## src/rtl/io_hex_pkg.sv

```systemverilog
// rtl/io_hex_pkg.sv - segment codes, FSM states and limits shared by io_hex_display
package io_hex_pkg;

    localparam int          NUM_DIGITS = 6;
    localparam logic [31:0] BCD_MAX    = 32'd999999;

    localparam logic [6:0] SEG_0     = 7'b1000000;
    localparam logic [6:0] SEG_1     = 7'b1111001;
    localparam logic [6:0] SEG_2     = 7'b0100100;
    localparam logic [6:0] SEG_3     = 7'b0110000;
    localparam logic [6:0] SEG_4     = 7'b0011001;
    localparam logic [6:0] SEG_5     = 7'b0010010;
    localparam logic [6:0] SEG_6     = 7'b0000010;
    localparam logic [6:0] SEG_7     = 7'b1111000;
    localparam logic [6:0] SEG_8     = 7'b0000000;
    localparam logic [6:0] SEG_9     = 7'b0010000;
    localparam logic [6:0] SEG_DASH  = 7'b0111111;
    localparam logic [6:0] SEG_BLANK = 7'b1111111;

    typedef enum logic [1:0] {
        IDLE,
        CONV,
        LOAD
    } state_t;

    // Non-decimal nibbles cannot leave the converter; show a dash if one ever does.
    function automatic logic [6:0] seg_code(input logic [3:0] d);
        case (d)
            4'd0:    return SEG_0;
            4'd1:    return SEG_1;
            4'd2:    return SEG_2;
            4'd3:    return SEG_3;
            4'd4:    return SEG_4;
            4'd5:    return SEG_5;
            4'd6:    return SEG_6;
            4'd7:    return SEG_7;
            4'd8:    return SEG_8;
            4'd9:    return SEG_9;
            default: return SEG_DASH;
        endcase
    endfunction

endpackage

```

## src/rtl/io_hex_display_if.sv

```systemverilog
// rtl/io_hex_display_if.sv - CPU out-port write path into the hex display
interface io_hex_display_if;
    logic        wr_en;
    logic [31:0] wr_data;
    logic        busy;

    modport master (output wr_en, output wr_data, input  busy);
    modport slave  (input  wr_en, input  wr_data, output busy);
endinterface

```

## src/rtl/seg7_encode.sv

```systemverilog
// rtl/seg7_encode.sv - one BCD digit plus blank flag to active-low segments
module seg7_encode
    import io_hex_pkg::*;
(
    input  logic [3:0] digit,
    input  logic       blank,
    output logic [6:0] seg
);
    assign seg = blank ? SEG_BLANK : seg_code(digit);
endmodule

```

## src/rtl/io_hex_display.sv

```systemverilog
// rtl/io_hex_display.sv - out-port value to six 7-seg digits via double-dabble
// IO_HEX_BLANK_EN: blank leading zeros (hex0 always shows a digit).
module io_hex_display #(
    parameter int NUM_DIGITS = io_hex_pkg::NUM_DIGITS,
    parameter int CONV_W     = 20
) (
    input  logic             clock,
    input  logic             reset,
    io_hex_display_if.slave  bus,
    output logic [6:0]       hex0,
    output logic [6:0]       hex1,
    output logic [6:0]       hex2,
    output logic [6:0]       hex3,
    output logic [6:0]       hex4,
    output logic [6:0]       hex5
);
    import io_hex_pkg::*;

    localparam int BCD_W = 4 * NUM_DIGITS;
    localparam int CNT_W = $clog2(CONV_W + 1);
    localparam logic [CNT_W-1:0] CNT_LAST = CNT_W'(CONV_W - 1);
`ifdef IO_HEX_BLANK_EN
    localparam logic [6:0] SEG_RST_HI = SEG_BLANK;
`else
    localparam logic [6:0] SEG_RST_HI = SEG_0;
`endif

    state_t            state;
    logic              busy_r;
    logic              ovf;
    logic              pend_valid;
    logic [31:0]       pend_data;
    logic [BCD_W-1:0]  bcd;
    logic [BCD_W-1:0]  bcd_adj;
    logic [CONV_W-1:0] bin;
    logic [CNT_W-1:0]  cnt;
    logic [NUM_DIGITS-1:0] blank;
    logic [6:0]        enc   [NUM_DIGITS];
    logic [6:0]        hex_r [NUM_DIGITS];
    logic              go;
    logic              go_ovf;
    logic [31:0]       go_data;

    always_comb begin
        bcd_adj = bcd;
        for (int i = 0; i < NUM_DIGITS; i++) begin
            if (bcd[4*i +: 4] >= 4'd5)
                bcd_adj[4*i +: 4] = bcd[4*i +: 4] + 4'd3;
        end
    end

    always_comb begin
        logic lead;
        lead  = 1'b1;
        blank = '0;
`ifdef IO_HEX_BLANK_EN
        for (int i = NUM_DIGITS - 1; i > 0; i--) begin
            lead     = lead & (bcd[4*i +: 4] == 4'd0);
            blank[i] = lead;
        end
`endif
    end

    for (genvar g = 0; g < NUM_DIGITS; g++) begin : g_enc
        seg7_encode u_enc (
            .digit (bcd[4*g +: 4]),
            .blank (blank[g]),
            .seg   (enc[g])
        );
    end

    // A write landing in the LOAD cycle itself is newer than the pending slot.
    always_comb begin
        go      = 1'b0;
        go_data = bus.wr_data;
        if (state == IDLE) begin
            go = bus.wr_en;
        end else if (state == LOAD) begin
            go      = bus.wr_en | pend_valid;
            go_data = bus.wr_en ? bus.wr_data : pend_data;
        end
        go_ovf = (go_data > BCD_MAX);
    end

    always_ff @(posedge clock) begin
        if (reset) begin
            state      <= IDLE;
            busy_r     <= 1'b0;
            ovf        <= 1'b0;
            pend_valid <= 1'b0;
            pend_data  <= '0;
            bcd        <= '0;
            bin        <= '0;
            cnt        <= '0;
            for (int i = 0; i < NUM_DIGITS; i++)
                hex_r[i] <= (i == 0) ? SEG_0 : SEG_RST_HI;
        end else begin
            case (state)
                CONV: begin
                    if (bus.wr_en) begin
                        pend_valid <= 1'b1;
                        pend_data  <= bus.wr_data;
                    end
                    bcd <= {bcd_adj[BCD_W-2:0], bin[CONV_W-1]};
                    bin <= {bin[CONV_W-2:0], 1'b0};
                    cnt <= cnt + 1'b1;
                    if (cnt == CNT_LAST)
                        state <= LOAD;
                end
                LOAD: begin
                    for (int i = 0; i < NUM_DIGITS; i++)
                        hex_r[i] <= ovf ? SEG_DASH : enc[i];
                    pend_valid <= 1'b0;
                    if (!go) begin
                        state  <= IDLE;
                        busy_r <= 1'b0;
                    end
                end
                default: ;
            endcase

            if (go) begin
                ovf    <= go_ovf;
                busy_r <= 1'b1;
                if (go_ovf) begin
                    state <= LOAD;
                end else begin
                    state <= CONV;
                    bcd   <= '0;
                    bin   <= go_data[CONV_W-1:0];
                    cnt   <= '0;
                end
            end
        end
    end

    assign bus.busy = busy_r;
    assign hex0 = hex_r[0];
    assign hex1 = hex_r[1];
    assign hex2 = hex_r[2];
    assign hex3 = hex_r[3];
    assign hex4 = hex_r[4];
    assign hex5 = hex_r[5];

endmodule

```

## src/flat_wrapper.sv

```systemverilog
// flat-port wrapper written by rule: the top's interface ports become plain ports
module io_hex_display_flat import io_hex_pkg::*;
#(
    parameter int NUM_DIGITS = io_hex_pkg::NUM_DIGITS,
    parameter int CONV_W     = 20
)
  (clock, reset, hex0, hex1, hex2, hex3, hex4, hex5, bus_wr_en, bus_wr_data, bus_busy);
  io_hex_display_if bus_i ();
  input  logic clock;
  input  logic reset;
  output logic [6:0] hex0;
  output logic [6:0] hex1;
  output logic [6:0] hex2;
  output logic [6:0] hex3;
  output logic [6:0] hex4;
  output logic [6:0] hex5;
  input wire logic [$bits(bus_i.wr_en)-1:0] bus_wr_en;
  input wire logic [$bits(bus_i.wr_data)-1:0] bus_wr_data;
  output wire logic [$bits(bus_i.busy)-1:0] bus_busy;
  assign bus_i.wr_en = bus_wr_en;
  assign bus_i.wr_data = bus_wr_data;
  assign bus_busy = bus_i.busy;
  io_hex_display #(.NUM_DIGITS(NUM_DIGITS), .CONV_W(CONV_W)) u_core (.clock(clock), .reset(reset), .bus(bus_i), .hex0(hex0), .hex1(hex1), .hex2(hex2), .hex3(hex3), .hex4(hex4), .hex5(hex5));
endmodule
```

## config.mk

```make
export PLATFORM = sky130hd
export DESIGN_NAME = io_hex_display_flat
export DESIGN_NICKNAME = d
export VERILOG_FILES = /design/src/rtl/io_hex_pkg.sv /design/src/rtl/io_hex_display_if.sv /design/src/rtl/seg7_encode.sv /design/src/rtl/io_hex_display.sv /design/src/flat_wrapper.sv
export SDC_FILE = /design/constraint.sdc
export NUM_CORES = 1
export LEC_CHECK = 0
export ABC_CLOCK_PERIOD_IN_PS = 3900
export BUFFER_PORTS_ARGS = -buffer_cell sky130_fd_sc_hd__buf_2
export CAP_MARGIN = 40
export CORE_UTILIZATION = 60
export DETAILED_ROUTE_END_ITERATION = 12
export PLACE_DENSITY = 0.93
export SYNTH_ARGS = -nofsm -noshare
export SYNTH_HDL_FRONTEND = slang
export SYNTH_SLANG_ARGS = --single-unit
```

## constraint.sdc

```tcl
create_clock -name clock -period 3.9 [get_ports clock]
set_input_delay 0 -clock clock [delete_from_list [all_inputs] [get_ports clock]]
set_output_delay 0 -clock clock [all_outputs]
set_load 0.01 [all_outputs]
```

==> summary.md <==
| Metric | Value |
|---|---|
| GRT Total Usage | `29.5%` |
| Fin cells | `between 1000 and 1500` |
| Worst path max stage delay | `between 0.4 and 0.5 ns` |
| Area of the multi-input gates | `~4000 µm²` |
| Combinational Power Share | `8.8%` |
| Main flop type after synthesis | `dfxtp_1` |
| Clock Tree Buf Depth | `2` |
| Reg2Reg Depth | `13` |
| Max-slew headroom | `a little over two fifths` |
| Clock-pin slew on the worst setup and hold paths | `approximately 0.07 ns` |
| Antenna violations before repair | `2` |
| Worst setup SP type | `flop` |
| Share of layout cells above drive strength 1 | `~14%` |
| Status | `finished clean` |
| Vias in the first global route | `7053` |
| CP Cell Sequence | `inv_1 -> ha_1 -> nor3b_2 -> nand3_1 -> a211oi_1 -> o211ai_2 -> a21oi_2 -> buf_4 -> nand2_1 -> ha_1 -> nor2_1 -> a21oi_1 -> a221oi_1` |
| Sequential cell area | `around 3800 µm²` |
| Most numerous cell in the Yosys netlist | `nor2_1` |
| Sink Count | `170` |
| WP data arrival | `about 3.9 ns` |
| Syn_area_per_cell | `around 9.2 µm²` |
| Met2 Use GR | `approximately 50%` |
| Gr ovfl total | `0` |
| Met1 Use GR | `around a third` |
| Highest Clock Rate | `about 280 MHz` |
| Clk pwr share | `a little over two fifths` |
| Top Usage Layer GRT | `met2` |
| Die H | `~120 µm` |
| Slowest CP cell | `nor3b_2` |
| Detailed Route Iter0 Violations | `about 770` |
| Clk root buf | `clkbuf_16` |
| Critical path depth | `13` |
| Largest fanout on the critical path | `48` |
| Post-synthesis cell area | `just over 8000 µm²` |
| Routed len/inst | `~17 µm` |
| Seq/Total Area, Yosys | `approximately 46%` |
| Hold Path Cell Cnt | `4` |
| Static Leak | `around 0.0040 µW` |
| CTS H-tree depth | `4` |
| Routability cong. | `0.904` |
| Die area | `roughly 14000 µm²` |
| Vias/cell | `roughly 6.1` |
| Hold crit path type | `input port to flop` |
| Placed instance count | `around 1100` |
| DRC | `0` |
| Post-Synthesis Cells | `903` |
| CTS tree | `yes` |
| Placeable Area | `13300 µm²` |
| Mapped Nets | `about 980` |
| Slew @ Worst Pin | `just under 0.9 ns` |
| Nets | `about 1100` |
| Port Buffers | `77` |
| Maximum vdd drop | `between 0.3 and 0.4 mV` |
| Num CTS Buffers | `17` |
| Pint | `between 3000 and 4000 µW` |
| Top-area cell type share of the netlist area | `between 30% and 40%` |
| Chip width | `119 µm` |
| Tmin final | `around 3.5 ns` |
| Post-route clock period utilization | `90.3%` |
| Antenna viol nets, final | `0` |
| Post-synth top cells | `144 x nor2_1, 128 x dfxtp_1, 88 x nand2_1` |
| M3 GR Usage | `under 10%` |
| First-pass GRT wire length | `between 30000 and 40000 µm` |
| Via count | `approximately 7300` |
| Setup Buffers After CTS | `0` |
| Largest net degree at the start of global routing | `70` |
| # IOs | `78` |
| Area Growth Syn to Fin | `18.5%` |
| Most frequent CP cell | `ha_1` |
| WP data required | `4.24 ns` |
| Yosys top cell by area | `dfxtp_1` |
| Initial core utilization | `61.9%` |
| Rows | `42` |
| Kind of critical path | `flop to flop` |
| Critical path capture point type | `flop` |
| Net Sw Frac | `a little under a quarter` |
| Sequential Power Share | `47.3%` |
| Number of buffers and inverters on the critical path | `2` |
| Async SR Flop Fraction | `0%` |
| Crit path max-delay family | `compound AO/OA/AOI/OAI gates` |
| Synth top area cells | `dfxtp_1 31%, edfxtp_1 15%, ha_1 7.0%` |
| Latest clock arrival within the worst-skew pair | `~0.44 ns` |
| Max-Cap Viols | `0` |
| Synthesis warning total | `0` |
| Psw | `just over 900 µW` |
| # setup viols final | `0` |
| Yosys cell types | `between 60 and 70` |
| Post-Route WL | `~20000 µm` |
| Final hold vios | `0` |
| Seq cells post-synth | `170` |
| DP HPWL | `about 12000 µm` |
| RSZ-0062 raised after global routing | `false` |
| Power Total | `about 4000 µW` |
| DRT Pass-1 Iters | `6` |
| Fill cell total of the finished layout | `about 870` |
| Setup TNS | `0 ns` |
| Post-synth EDFFs | `42` |
| Final Max Slew Viols | `0` |
| Power density cells | `slightly above 400 nW/µm²` |
| Final Skew | `around 0.0098 ns` |
## worst paths after layout
kind / slack (ns) / to / from
worst max-delay path: 0.38 / u_core.enc[18] / u_core.state[0]
worst min-delay path: 0.36 / u_core.pend_data[23] / bus_wr_data[23]
worst min register to register: 0.46 / u_core.pend_data[30] / u_core.pend_data[30]
worst max register to register: 0.38 / u_core.enc[18] / u_core.state[0]
## cell usage in the layout (no fill, tap or decap), types with 7 or more instances in the layout
master,count
nor2_1,144
dfxtp_1,128
nand2_1,87
buf_2,78
a21oi_1,63
ha_1,45
edfxtp_1,42
o21ai_0,40
a221oi_1,35
dlygate4sd3_1,34
inv_1,30
mux2i_1,27
a211oi_1,25
nor2b_1,23
nand2b_1,19
clkbuf_16,17
and2_1,14
buf_4,13
a2111oi_0,11
a2bb2oi_1,9
nand3_1,8
a21o_1,7
a22oi_1,7
## logic make-up (layout without fill, tap and decap cells)
| group | after synthesis | after routing | synth area share [%] |
|---|---|---|---|
| adders and majority gates | 46 | 46 | 6.96 |
| DFF | 170 | 170 | 46.2 |
| AOI/OAI and AO/OA | 236 | 236 | 19.7 |
| xor gates and xnor gates | 4 | 4 | 0.424 |
| and+or+nand+nor | 333 | 333 | 18.5 |
| other | 0 | 2 | 0 |
| muxes | 29 | 29 | 3.60 |
| buffers and inverters | 85 | 195 | 4.55 |
## final cells by class
cell class / count / share of cell area [%]
repair buffers: 132 / 9.68
diodes: 2 / 0.0511
well taps: 176 / 2.25
clock buffers: 19 / 4.42
clock inverters: 13 / 1.80
inverters: 31 / 1.19
flip-flops and latches: 170 / 39.0
multi-input cells: 648 / 41.6
## layer usage
| layer | up-vias | share of wire, % |
|---|---|---|
| met2 | 369 | 50 |
| met3 | 84 | 7.4 |
| met5 | - | 0 |
| li1 | 3430 | - |
| met4 | 0 | 4.2 |
| met1 | 3411 | 38 |
## power by group through the flow
stage / Combinational (µW) / Sequential (µW) / Clock [µW]
after floorplan: 154 / 1970 / 0
after global placement: 285 / 1940 / 0
after detailed placement: 317 / 1930 / 0
after CTS: 344 / 1900 / 1760
after global routing: 383 / 1900 / 1830
final: 352 / 1900 / 1760
## worst min-delay path, stage by stage
cell           delay [ns]
dlygate4sd3_1        0.53
buf_2                0.13
nand2_1              0.05
a21oi_1              0.05
## per-stage QoR
step / util (%) / area (µm²) / setup slack, ns / hold slack [ns]
4_1_cts: 73.3 / 9780 / 0.295 / 0.353
6_report: 73.4 / 9800 / 0.379 / 0.364
3_5_place_dp: 66.2 / 8830 / 0.325 / 0.262
2_1_floorplan: - / 8270 / 0.847 / 0.136
3_3_place_gp: 65.4 / 8740 / 0.529 / 0.252
5_1_grt: 73.4 / 9800 / 0.0432 / 0.390
## registers in the layout (all words and copies together), names as in the netlist
name               cells
u_core.enc            42
u_core.hex_r          42
u_core.pend_data      32
u_core.bcd            24
u_core.bin            20
u_core.cnt             5
u_core.state           2
u_core.bus.busy        1
u_core.ovf             1
u_core.pend_valid      1
## timing repair
action                                 4_1_cts  5_1_grt
hold buffers                                34        0
gates resized for setup                      0        1
endpoints found under the hold margin       45        0
setup endpoints to repair                    0        7
Note: power is estimated with default switching activity, not from simulation.
